`config.mk`:
```
export PLATFORM = sky130hd
export DESIGN_NAME = time_set_sequencer
export DESIGN_NICKNAME = d
export VERILOG_FILES = /design/src/rtl/clkset_pkg.sv /design/src/rtl/time_set_sequencer_digit_limit_check.sv /design/src/rtl/time_set_sequencer.sv
export SDC_FILE = /design/constraint.sdc
export NUM_CORES = 1
export LEC_CHECK = 0
export CELL_PAD_IN_SITES_DETAIL_PLACEMENT = 1
export CELL_PAD_IN_SITES_GLOBAL_PLACEMENT = 1
export CORE_ASPECT_RATIO = 0.9
export CORE_MARGIN = 3
export CORE_UTILIZATION = 37
export DETAILED_ROUTE_END_ITERATION = 10
export PLACE_DENSITY_LB_ADDON = 0.08
export SLEW_MARGIN = 30
export SYNTH_ARGS = -nofsm -noshare
export SYNTH_HDL_FRONTEND = slang
export SYNTH_SLANG_ARGS = --single-unit
```
`constraint.sdc`:
```
create_clock -name clk -period 3 [get_ports clk]
set_input_delay 0.75 -clock clk [delete_from_list [all_inputs] [get_ports clk]]
set_output_delay 0.75 -clock clk [all_outputs]
set_load 0.01 [all_outputs]
```
`src/rtl/clkset_pkg.sv`:
```
// Shared types and constants for the HH:MM keypad entry sequencer:
// state encoding, per-position digit limits and the commit target encoding.
package clkset_pkg;

   typedef enum logic [2:0] {
      IDLE   = 3'd0,
      E_LH   = 3'd1,
      E_RH   = 3'd2,
      E_LM   = 3'd3,
      E_RM   = 3'd4,
      COMMIT = 3'd5
   } state_t;

   localparam logic [3:0] LH_MAX     = 4'd2;
   localparam logic [3:0] RH_MAX     = 4'd9;
   localparam logic [3:0] RH_MAX_20H = 4'd3;   // hours 20..23 only
   localparam logic [3:0] LM_MAX     = 4'd5;
   localparam logic [3:0] RM_MAX     = 4'd9;

   localparam logic TARGET_TIME  = 1'b0;
   localparam logic TARGET_ALARM = 1'b1;

   // Largest digit allowed at an entry position; RH tightens once LH is 2.
   function automatic logic [3:0] digit_limit(input state_t pos, input logic [3:0] lh);
      logic [3:0] lim;
      lim = 4'd0;
      case (pos)
         E_LH:    lim = LH_MAX;
         E_RH:    lim = (lh == 4'd2) ? RH_MAX_20H : RH_MAX;
         E_LM:    lim = LM_MAX;
         E_RM:    lim = RM_MAX;
         default: lim = 4'd0;
      endcase
      return lim;
   endfunction

endpackage

```
`src/rtl/time_set_sequencer_digit_limit_check.sv`:
```
// Combinational keypad digit validator: accepts key_val when it does not
// exceed the limit of the current entry position. Non-entry positions
// never accept, so a stray strobe outside entry cannot store anything.
module digit_limit_check
   import clkset_pkg::*;
(
   input  state_t     pos,
   input  logic [3:0] key_val,
   input  logic [3:0] lh,
   output logic       accept
);

   logic is_entry;

   // Compare against the position limit; values 10..15 exceed every limit.
   always_comb begin
      is_entry = (pos == E_LH) || (pos == E_RH) || (pos == E_LM) || (pos == E_RM);
      accept   = is_entry && (key_val <= digit_limit(pos, lh));
   end

endmodule

```
`src/rtl/time_set_sequencer.sv`:
```
// HH:MM keypad entry sequencer for clock time or alarm.
// Walks LH -> RH -> LM -> RM, validates each digit, then commits all four
// digits at once with a one-cycle commit pulse. All outputs are registered.
// Optional build macro ENTRY_TIMEOUT_EN: abort entry after TIMEOUT_CYCLES
// cycles without a key.
module time_set_sequencer
   import clkset_pkg::*;
#(
   parameter logic [31:0] TIMEOUT_CYCLES = 32'd50_000_000
) (
   input  logic        clk,
   input  logic        rst,
   input  logic        start_time,
   input  logic        start_alarm,
   input  logic        cancel,
   input  logic        key_valid,
   input  logic [3:0]  key_val,
   output logic        set_lh,
   output logic        set_rh,
   output logic        set_lm,
   output logic        set_rm,
   output logic        busy,
   output logic        key_err,
   output logic        commit,
   output logic        commit_alarm,
   output logic [15:0] digits_out
);

   state_t      state_q, state_d;
   logic [15:0] wbuf_q, wbuf_d;          // working buffer {LH,RH,LM,RM}
   logic        target_q, target_d;
   logic [15:0] digits_q, digits_d;
   logic        commit_q, commit_d;
   logic        commit_alarm_q, commit_alarm_d;
   logic        key_err_q, key_err_d;
   logic [3:0]  set_q, set_d;           // {lh,rh,lm,rm}
   logic        busy_q, busy_d;

   logic        accept;
   logic        in_entry;
   logic        timeout_hit;
   logic        abort;

   digit_limit_check u_limit (
      .pos     (state_q),
      .key_val (key_val),
      .lh      (wbuf_q[15:12]),
      .accept  (accept)
   );

   assign in_entry = (state_q == E_LH) || (state_q == E_RH) ||
                     (state_q == E_LM) || (state_q == E_RM);

`ifdef ENTRY_TIMEOUT_EN
   logic [31:0] idle_cnt_q, idle_cnt_d;

   // Idle counter: restarts on entry and on any key, counts while waiting.
   always_comb begin
      idle_cnt_d = 32'd0;
      if (in_entry && !key_valid)
         idle_cnt_d = idle_cnt_q + 32'd1;
   end

   // Idle counter register.
   always_ff @(posedge clk or posedge rst) begin
      if (rst) idle_cnt_q <= 32'd0;
      else     idle_cnt_q <= idle_cnt_d;
   end

   assign timeout_hit = in_entry && (idle_cnt_q == (TIMEOUT_CYCLES - 32'd1));
`else
   logic unused_timeout;
   assign unused_timeout = ^TIMEOUT_CYCLES;
   assign timeout_hit    = 1'b0;
`endif

   assign abort = in_entry && (cancel || timeout_hit);

   // Next-state and next-output computation; outputs are derived from the
   // next state so they line up with the state they describe.
   always_comb begin
      state_d        = state_q;
      wbuf_d         = wbuf_q;
      target_d       = target_q;
      digits_d       = digits_q;
      commit_d       = 1'b0;
      commit_alarm_d = 1'b0;
      key_err_d      = 1'b0;

      case (state_q)
         IDLE: begin
            if (start_time) begin
               state_d  = E_LH;
               target_d = TARGET_TIME;
               wbuf_d   = 16'h0000;
            end else if (start_alarm) begin
               state_d  = E_LH;
               target_d = TARGET_ALARM;
               wbuf_d   = 16'h0000;
            end
         end
         E_LH, E_RH, E_LM, E_RM: begin
            if (abort) begin
               state_d = IDLE;
            end else if (key_valid) begin
               if (accept) begin
                  case (state_q)
                     E_LH: begin
                        wbuf_d[15:12] = key_val;
                        state_d       = E_RH;
                     end
                     E_RH: begin
                        wbuf_d[11:8] = key_val;
                        state_d      = E_LM;
                     end
                     E_LM: begin
                        wbuf_d[7:4] = key_val;
                        state_d     = E_RM;
                     end
                     default: begin
                        // Last digit: publish the full value together with
                        // the commit pulse in the COMMIT cycle.
                        wbuf_d[3:0]    = key_val;
                        state_d        = COMMIT;
                        digits_d       = {wbuf_q[15:4], key_val};
                        commit_d       = 1'b1;
                        commit_alarm_d = target_q;
                     end
                  endcase
               end else begin
                  key_err_d = 1'b1;
               end
            end
         end
         COMMIT:  state_d = IDLE;
         default: state_d = IDLE;
      endcase

      set_d  = {state_d == E_LH, state_d == E_RH, state_d == E_LM, state_d == E_RM};
      busy_d = (state_d != IDLE);
   end

   // State and registered outputs.
   always_ff @(posedge clk or posedge rst) begin
      if (rst) begin
         state_q        <= IDLE;
         wbuf_q         <= 16'h0000;
         target_q       <= TARGET_TIME;
         digits_q       <= 16'h0000;
         commit_q       <= 1'b0;
         commit_alarm_q <= 1'b0;
         key_err_q      <= 1'b0;
         set_q          <= 4'b0000;
         busy_q         <= 1'b0;
      end else begin
         state_q        <= state_d;
         wbuf_q         <= wbuf_d;
         target_q       <= target_d;
         digits_q       <= digits_d;
         commit_q       <= commit_d;
         commit_alarm_q <= commit_alarm_d;
         key_err_q      <= key_err_d;
         set_q          <= set_d;
         busy_q         <= busy_d;
      end
   end

   assign set_lh       = set_q[3];
   assign set_rh       = set_q[2];
   assign set_lm       = set_q[1];
   assign set_rm       = set_q[0];
   assign busy         = busy_q;
   assign key_err      = key_err_q;
   assign commit       = commit_q;
   assign commit_alarm = commit_alarm_q;
   assign digits_out   = digits_q;

endmodule
```
After elaboration in Yosys (flattened, before gate mapping)
Index checks and enable logic that the tools add are counted.
Widths: inputs -> output; s select.
{ "word_totals": {"romBits": 0, "memories": 0, "ram_bits": 0, "regBits": 40, "latchBits": 0, "inputBits": 10} }
{ "op_classes": {"div_mod_pow": 0, "order_cmp": 1, "n_mul": 0, "add_sub_neg": 0, "shift": 0, "bitwise_logic": 2, "eq_ne": 16, "mux": 35, "n_reduce_logical": 16} }
{ "ops": {"columns": ["op", "count"], "rows": [
  ["$mux 16", 5],
  ["$pmux 16 s2", 1],
  ["$mux 4", 5],
  ["$reduce_and 6->1", 3],
  ["$mux 1", 16],
  ["$pmux 4 s4", 1],
  ["$mux 3", 5],
  ["$eq 3x2->1 const B", 4],
  ["$ne 2x2->1 const B", 6],
  ["$pmux 3 s3", 1],
  ["$eq 3x1->1 const B", 2],
  ["$eq 3x3->1 const B", 2],
  ["$pmux 3 s2", 1],
  ["$reduce_and 5->1", 1],
  ["$eq 4x2->1 const B", 1],
  ["$le 4x4->1", 1],
  ["$reduce_bool 2->1", 2],
  ["$reduce_or 4->1", 1],
  ["$logic_not 3->1", 1],
  ["$logic_or 1x1->1", 3],
  ["$ne 3x3->1 const B", 1],
  ["$reduce_bool 3->1", 1],
  ["$reduce_or 3->1", 1],
  ["$logic_and 1x1->1", 2],
  ["2 further kinds", 3]
]} }

Depth between registers and ports, before layout
Gate-level depths: netlist of run 1.
{ "logic_depth": {"word_depth": 10, "ltp_mapped": 12, "ltp_nobuf": 10} }

Cells and area by module
From an unflattened synthesis of run 1, not the netlist that was laid out.
{ "unflattened": {"hier_cells": 159, "area_unflattened_um2": 1824.2} }
{ "by_module_without_submodules": {"columns": ["mod", "area_each_um2", "cells_each", "seq_area_each_um2", "instances"], "rows": [
  ["time_set_sequencer", 1642.8, 135, 1001.0, 1],
  ["digit_limit_check", 181.4, 24, 0.0, 1]
]} }

Worst setup path after synthesis of run 1
OpenSTA, ideal clock, no wires.
{ "synth_path": {"path_kind": "flip-flop to flip-flop", "from": "register state_q[1]", "to": "register digits_q[10] (netlist: digits_out[10])", "setup_time_ns": 0.125, "synth_period_minus_slack_ns": 2.885, "stages_incl_launch_ff": 12, "setup_slack_ns": 0.115, "n_path_buf": 2, "arrival_ns": 2.760, "path_cell_list": "dfrtp_1 buf_6 nor2b_1 a21oi_1 or2_2 ha_1 nor2b_1 o211ai_2 a21oi_2 nor3_4 buf_6 mux2_4"} }
{ "synth_between": {"elab_chain_cells": 7} }
{ "synth_lines": {"columns": ["item", "line_no", "rtl"], "rows": [
  ["start, declared", "time_set_sequencer.sv:29", "state_t state_q, state_d;"],
  ["start signal, assigned", "time_set_sequencer.sv:156", "state_q <= state_d;"],
  ["branches (longest 6 deep; another with $le 4x4->1)", null, null],
  ["$reduce_and 5->1 (no source line) *", null, null],
  ["end signal, assigned", "time_set_sequencer.sv:159", "digits_q <= digits_d;"],
  ["end, declared", "time_set_sequencer.sv:32", "logic [15:0] digits_q, digits_d;"]
]} }
Mark *: on every way between the ends.
A chain may end at the register's enable or synchronous reset.

Worst setup path after layout of run 1
{ "layout_path": {"from": "register wbuf_q[14]", "to": "register wbuf_q[13]"} }
{ "layout_between": {"elab_chain_cells": 7} }
{ "layout_lines": {"columns": ["item", "line_no", "rtl"], "rows": [
  ["start, declared", "time_set_sequencer.sv:30", "logic [15:0] wbuf_q, wbuf_d;"],
  ["start signal, assigned", "time_set_sequencer.sv:157", "wbuf_q <= wbuf_d;"],
  ["$eq 4x2->1", "clkset_pkg.sv:29", "E_RH: lim = (lh == 4'd2) ? RH_MAX_20H : RH_MAX;"],
  ["$mux 4", "clkset_pkg.sv:29", null],
  ["$pmux 4 s4", "clkset_pkg.sv:27", "case (pos)"],
  ["$le 4x4->1", "time_set_sequencer_digit_limit_check.sv:18", "accept = is_entry && (key_val <= digit_limit(pos, lh));"],
  ["$logic_and 1x1->1", "time_set_sequencer_digit_limit_check.sv:18", null],
  ["$ne 2x2->1 (no source line)", null, null],
  ["$reduce_and 6->1 (no source line)", null, null]
]} }
No other way between the ends.

==> results.txt, run 1 <==
0 antenna diodes ended up in the layout. Global routing consumed, over all layers together, 16.2% of the routing resources. The max-slew violation total from the final report is 0.

The Yosys warning count came out at 0. The commonest cells after synthesis are sky130_fd_sc_hd__dfrtp_1, sky130_fd_sc_hd__inv_1, sky130_fd_sc_hd__nand2_1, sky130_fd_sc_hd__mux2i_1. The most common cell in the synthesized netlist is sky130_fd_sc_hd__dfrtp_1. The internal power came out at 1.15 mW.

Measured against its own limit, the worst slew margin works out to 67.4%. Hold is met by 0.494 ns. The count of nets left with antenna violations after detail routing came out at 0.

The clock period could shrink to 2.88 ns. The cell type with the highest occurrence count on the critical path is sky130_fd_sc_hd__buf_4. The proportion of power drawn by combinational gates is 38.7%. The starting utilization of the core area is 39.0%. The number of H-tree levels came out at 2.

The number of DRC markers in iteration 0 is 35. The mean number of vias per cell came out at 4.89. The region available for standard cell placement spans 4920 sq um. The root buffer selected by CTS is sky130_fd_sc_hd__clkbuf_8.

The die width is 81.9 microns. After legalization and detailed placement, the total HPWL measured 3.27 mm. The die covers 6090 sq um. The clock latency at the later pin of the worst-skew pair came out at 0.29 ns. The final hold violation count came out at 0.

The routed length per placed instance came out at 15.5 microns. The maximum operating frequency came out at 0.347 GHz. The fraction of post-synthesis cell area in the top cell type by area is 52.1%. The cell count after synthesis is 155. Detailed routing inserted a total of 1351 vias. The total clock buffers created by CTS is 5. The initial antenna violation count was 0. For the pin with the worst max-slew slack, the measured transition is 0.489 ns. Net switching is 33.9% of the power. The number of cell rows is 24.

In this run the power density over the cells is 680 nW/um^2. The min-delay analysis places its worst path in the category flip-flop to flip-flop. Traced cell by cell, the critical path runs through nor4_2 -> buf_4 -> a21oi_1 -> or2_2 -> ha_1 -> nor2b_1 -> o211ai_2 -> buf_4 -> a31oi_4 -> nor4_4 -> buf_4 -> mux2i_2. The I/O pin total came out at 34. The sequential cell fraction of total power is 39.7%. Across the VDD grid, the largest voltage drop is 299 uV. After global routing the overflow that remains totals 0. The first-pass GRT wire length came out at 7.22 mm. The share of the cycle needed by the critical path after routing came out at 96.1%. The maximum fanout encountered on the critical timing path is 4. The via count of the first global-routing pass is 1451. The pre-antenna-repair detailed-routing pass consisted of 4 iterations.

The data required time at the worst endpoint is 3.21 ns. STA classifies the critical path endpoint as a flip-flop. The fraction of final layout cells sized beyond drive strength 1 came out at 28.4%. The most used flip-flop cell after synthesis is sky130_fd_sc_hd__dfrtp_1.

The clock share of power is 21.6%. The CTS tree is yes. The number of buffers on the longest clock path is 2. The async set-reset flop share out of synthesis came out at 100%. The placer's final routability congestion estimate came out at 0.753. The fill cell total of the finished layout is 519. Port buffering added 33 buffers.

The leakage power came out at 1.16 nW. When the netlist entered floorplanning its net count stood at 169. The clock-pin slew of the registers on the worst-case setup and hold paths came out at 0.08 ns. Sorting the synthesized cells by area gives the leading types as sky130_fd_sc_hd__dfrtp_1, sky130_fd_sc_hd__mux2_4, sky130_fd_sc_hd__mux2i_1, sky130_fd_sc_hd__mux2_2, sky130_fd_sc_hd__ha_1. The TritonCTS sink count is 40. In the routed design, unresolved DRC markers number 0.

The worst path arrival time is 3.09 ns. Clock skew on the completed layout was measured at 0.00412 ns. The pre-CTS setup slack came out at 0.108 ns. The number of max-capacitance violations reported came out at 0. The sequential element share of the synthesized area came out at 52.1%. From synthesis to final layout, the design area changed by 33.2%. The delay of the slowest critical-path stage is 0.41 ns. Synthesis inferred 40 register bits.

The final setup violation count is 0. The final layout contains 224 nets. The setup path with the least slack is of type flip-flop to flip-flop. The switching component of the power is 0.589 mW. The cell type with the highest aggregate area in the netlist is sky130_fd_sc_hd__dfrtp_1.

On the critical path, the stage with the largest delay is an instance of sky130_fd_sc_hd__dfrtp_1. The mean instance size in the synthesized netlist came out at 12.4 sq um. The synthesized netlist contains 41 unique library cells. The setup slack of the critical path after layout came out at 0.118 ns. The run finished with clean final reports. The final routed wirelength across all metal layers came out at 4.28 mm. The largest net degree at the start of global routing is 41. The die boundary height is 74.4 microns. The cell area after synthesis came out at 1920 sq um. Counting flops with a built-in enable in the synthesized netlist gives 0.

The worst setup path is launched from a flip-flop.
worst max-delay path: cells and delay by family (launching register included):
| kind | cells | cell delay, ns |
|---|---|---|
| AOI/OAI and AO/OA | 3 | 0.34 |
| adders and majority gates | 1 | 0.29 |
| buffers and inverters | 3 | 0.52 |
| DFF | 1 | 0.41 |
| muxes | 1 | 0.22 |
| and+or+nand+nor | 4 | 1.03 |
metrics by stage:
| step | cell area (sq um) | util, % | cells | TNS [ns] | power, mW |
|---|---|---|---|---|---|
| 3_5_place_dp | 2430 | 49.4 | 265 | 0 | 1.34 |
| 5_1_grt | 2560 | 51.9 | 276 | -0.336 | 1.87 |
| 6_report | 2560 | 51.9 | 276 | 0 | 1.74 |
| 2_1_floorplan | 1920 | - | 155 | 0 | 1.13 |
| 4_1_cts | 2520 | 51.3 | 273 | 0 | 1.72 |
| 3_3_place_gp | 2430 | 49.4 | 265 | 0 | 1.31 |
layer usage:
metal | wire length, microns | share of wire, % | GRT usage (%)
met5 | 0 | 0 | 0
met4 | 58 | 1.4 | 6.27
met3 | 153 | 3.6 | 4.24
met2 | 2000 | 47 | 25.1
met1 | 2070 | 48 | 21.9
sequential cells by signal, summed over array words and instances (netlist names):
register / count
commit: 1
state_q: 3
busy: 1
digits_out: 16
set_q: 4
commit_alarm: 1
target_q: 1
key_err: 1
wbuf_q: 12
power groups by stage:
stage	combinational, mW	clock (mW)	sequential [mW]
finish	0.673	0.376	0.691
global route	0.743	0.417	0.708
CTS	0.643	0.391	0.690
detailed placement	0.638	0	0.701
global placement	0.618	0	0.696
floorplan	0.428	0	0.699
cell usage in the layout (no fill, tap or decap), types with 2 or more instances in the layout:
cell type,count
sky130_fd_sc_hd__ha_1,4
sky130_fd_sc_hd__a21oi_1,7
sky130_fd_sc_hd__mux2i_1,8
sky130_fd_sc_hd__mux2_4,8
sky130_fd_sc_hd__nor2_1,5
sky130_fd_sc_hd__and4_1,2
sky130_fd_sc_hd__nor3_1,2
sky130_fd_sc_hd__or3_1,3
sky130_fd_sc_hd__a22o_1,4
sky130_fd_sc_hd__nand2_1,12
sky130_fd_sc_hd__o21ai_0,4
sky130_fd_sc_hd__dfrtp_1,40
sky130_fd_sc_hd__buf_4,18
sky130_fd_sc_hd__clkbuf_8,6
sky130_fd_sc_hd__nand2b_1,2
sky130_fd_sc_hd__nor2b_1,2
sky130_fd_sc_hd__inv_1,12
sky130_fd_sc_hd__clkdlybuf4s50_1,33
sky130_fd_sc_hd__nor4_4,2
sky130_fd_sc_hd__mux2_2,8
sky130_fd_sc_hd__a21oi_2,2
sky130_fd_sc_hd__or2_2,3
sky130_fd_sc_hd__and2_1,2
final cells by class:
type	instances	area [sq um]	share of cell area [%]
flip-flops and latches	40	1000	39.1
multi-input cells	99	851	33.3
repair buffers	52	485	19.0
clock buffers	7	86.3	3.38
well taps	65	81.3	3.18
inverters	12	45.0	1.76
clock inverters	1	7.51	0.294
path summary, 6_finish.rpt:
path / slack, ns / start / endpoint / depth (start not counted)
min: 0.49 / target_q / commit_alarm / 1
min reg2reg: 0.49 / target_q / commit_alarm / 1
min in group asynchronous: 0.88 / rst / set_q[1] / 3
max in group asynchronous: 1.78 / rst / digits_out[2] / 3
max: 0.12 / wbuf_q[14] / wbuf_q[13] / 12
max reg2reg: 0.12 / wbuf_q[14] / wbuf_q[13] / 12
logic make-up after synthesis:
family	synth area share, %
multiplexers	15.6
buffers and inverters	4.10
AO/OA/AOI/OAI	10.4
adder cells (fa/ha/maj)	2.61
XOR/XNOR	0.456
flip-flops	52.1
AND/OR/NAND/NOR	14.7
timing repair:
action	CTS	global route
endpoints found under the hold margin	0	0
gates resized for setup	0	2
endpoints found under the setup margin	0	20
setup buffers	0	3
hold buffers	0	0
(Power assumes the default switching activity.)
==> run 2, diff against run 1 <==
Settings changed: CORE_UTILIZATION 37 to 39, CTS_BUF_LIST set to sky130_fd_sc_hd__clkbuf_4.
==> run 2 against run 1 <==
Clock skew is 0.015 ns higher; design area is 1.6% lower; total power is 0.88% lower; register-to-register slack hardly changed.
==> results.txt, run 2 (same netlist as run 1, synthesis figures left out) <==
The run finished with clean final reports. The clock share of power is 21.5%. The startpoint class of the critical path is a flip-flop. With fillers left out, the area of the finished cells amounts to 2520 sq um. The starting utilization of the core area is 41.7%. Registers take 1000 sq um.

Data arrives at the worst endpoint at 3.14 ns. The path category of the worst min-delay check is flip-flop to flip-flop. In the global route stage, overall resource usage came out at 16.4%. The first TritonRoute pass finished after 4 iterations. Wires add up to 4.31 mm. The maximum operating frequency came out at 0.346 GHz. The pin slew with the least headroom to its limit came out at 0.510 ns.

Measured against its own limit, the worst slew margin works out to 66.0%. The max-slew violation total from the final report came out at 0. Setup violations remaining at the end of the flow were counted as 0. TritonCTS built the clock tree. The net count reported at finish came out at 219. The data required time at the worst endpoint came out at 3.25 ns. The half-perimeter wire length after detailed placement is 3.21 mm. The setup slack of the critical path after layout is 0.106 ns. The pre-CTS setup slack is 0.0415 ns. The number of design rule violations left after detail routing came out at 0.

The number of max-capacitance violations reported came out at 0. Across the VDD grid, the largest voltage drop is 271 uV. The clock latency at the later pin of the worst-skew pair came out at 0.35 ns. The placer's final routability congestion estimate is 0.798. The count of input and output buffers came out at 33. After floorplanning, the core was divided into 23 placement rows. The internal power came out at 1.12 mW.

STA classifies the critical path endpoint as a flip-flop. The global-route congestion overflow total came out at 0. CTS placed an instance of sky130_fd_sc_hd__clkbuf_4 at the clock tree root. The repair_antennas step left the layout with diodes totalling 0.

Leaving out fill and tap cells, the most frequent cell in the layout is sky130_fd_sc_hd__dfrtp_1. The via count of the first global-routing pass came to 1523. The maximum fanout encountered on the critical timing path is 4. The fill cell total of the finished layout came out at 484. The critical setup path kind is flip-flop to flip-flop. The first-pass GRT wire length is 7.38 mm.

The routed length per placed instance came out at 16.1 microns. Net switching is 34.8% of the power. The initial antenna violation count came out at 0.

The final hold violation count came out at 0. The number of H-tree levels is 2. The minimum clock period after layout is 2.89 ns. After clock tree synthesis, the flow added hold-fix buffers numbering 0. The I/O pin total is 34.

The number of buffers on the longest clock path is 2. Clock-pin slew was measured on the worst setup and hold paths at 0.13 ns. The switching component of the power came out at 0.601 mW.

The area used by multi-input combinational logic came out at 862 sq um. The routed layout has 1363 vias. The count of nets left with antenna violations once routing finished came out at 0. The total core area came out at 4600 sq um.

Dividing the final minimum period by the clock period gives 96.5%. In this run, the number of DRC markers left after iteration 0 of detailed routing was 45. The clock arrives with 0.0187 ns of skew. The leakage power came out at 1.14 nW.

The proportion of power drawn by combinational gates is 38.3%. The TritonCTS sink count is 40. The flip-flop count of the largest register, all copies and words added is 16. The mean number of vias per cell is 5.09.

In this run the cell area measured after placement is 2380 sq um. Counting the buffers created by CTS gives 5. The die area came out at 5800 sq um. Relative to the synthesized area, the layout overhead comes to 31.0%. The largest net degree at the start of global routing is 41.

Of the cells placed in the final design, the portion with a size suffix greater than 1 is 27.7%. The die is 72.6 microns tall. In this run the horizontal extent of the chip is 80.0 microns.

The ratio of total power to cell area is 685 nW/um^2. The sequential cell fraction of total power came out at 40.2%. In the layout the commonest cells are sky130_fd_sc_hd__dfrtp_1, sky130_fd_sc_hd__clkdlybuf4s50_1, sky130_fd_sc_hd__nand2_1, sky130_fd_sc_hd__inv_1, sky130_fd_sc_hd__buf_4.
run 2: cell types whose count changed in the layout (fill, tap and decap cells not counted), sizes merged:
cell | previous run | this run
clkbuf | 7 | 5
buf | 19 | 14
bufinv | 0 | 1
inv | 12 | 13
run 2: per-layer routing:
metal  GRT usage, %  wire length [microns]  vias up
li1               -                      -      648
met1           22.8                   2120      680
met2           25.9                   1980       28
met3           3.95                    166        7
met4           4.50                     46        0
met5              0                      0        -
run 2: repair_timing:
action	in CTS	in global routing
setup buffers	0	2
endpoints found under the hold margin	0	0
resized for setup	0	7
setup endpoints to repair	0	29
run 2: path summary, 6_finish.rpt:
kind	start	end	slack, ns	cells past startpoint
worst min-delay path	target_q	commit_alarm	0.50	1
min in group asynchronous	rst	state_q[2]	0.81	3
max in group asynchronous	rst	digits_out[4]	1.82	3
worst max-delay path	wbuf_q[15]	wbuf_q[7]	0.11	11
worst max register to register	wbuf_q[15]	wbuf_q[7]	0.11	11
worst min register to register	target_q	commit_alarm	0.50	1
run 2: per-stage QoR:
stage | setup TNS [ns] | power (mW) | cells | hold slack (ns) | util [%]
3_5_place_dp | 0 | 1.33 | 258 | 0.483 | 51.8
4_1_cts | 0 | 1.71 | 266 | 0.516 | 53.6
3_3_place_gp | 0 | 1.30 | 258 | 0.475 | 51.8
5_1_grt | -0.480 | 1.83 | 268 | 0.540 | 54.6
6_report | 0 | 1.72 | 268 | 0.502 | 54.6
2_1_floorplan | 0 | 1.13 | 155 | 0.454 | -
run 2: final cells by class:
| type | instances | share of cell area [%] |
|---|---|---|
| sequential | 40 | 39.8 |
| multi-input combinational | 99 | 34.3 |
| timing repair buffer | 47 | 17.8 |
| tap | 62 | 3.08 |
| clock inverter | 3 | 1.84 |
| inverter | 12 | 1.79 |
| clock buffer | 5 | 1.49 |
run 2: critical path, stage by stage, from the launching register on:
cell	delay [ns]
sky130_fd_sc_hd__dfrtp_1	0.43
sky130_fd_sc_hd__nor4_2	0.30
sky130_fd_sc_hd__buf_4	0.16
sky130_fd_sc_hd__a21oi_1	0.05
sky130_fd_sc_hd__or2_2	0.28
sky130_fd_sc_hd__ha_1	0.29
sky130_fd_sc_hd__nor2b_1	0.15
sky130_fd_sc_hd__o211ai_2	0.17
sky130_fd_sc_hd__buf_6	0.14
sky130_fd_sc_hd__a31oi_4	0.12
sky130_fd_sc_hd__or3_4	0.44
sky130_fd_sc_hd__a22o_1	0.24
run 2: power by group through the flow:
stage	clock [mW]	sequential (mW)	combinational, mW
final	0.370	0.694	0.660
after global routing	0.408	0.705	0.721
after CTS	0.387	0.694	0.633
after detailed placement	0	0.700	0.625
after global placement	0	0.697	0.607
after floorplan	0	0.699	0.428
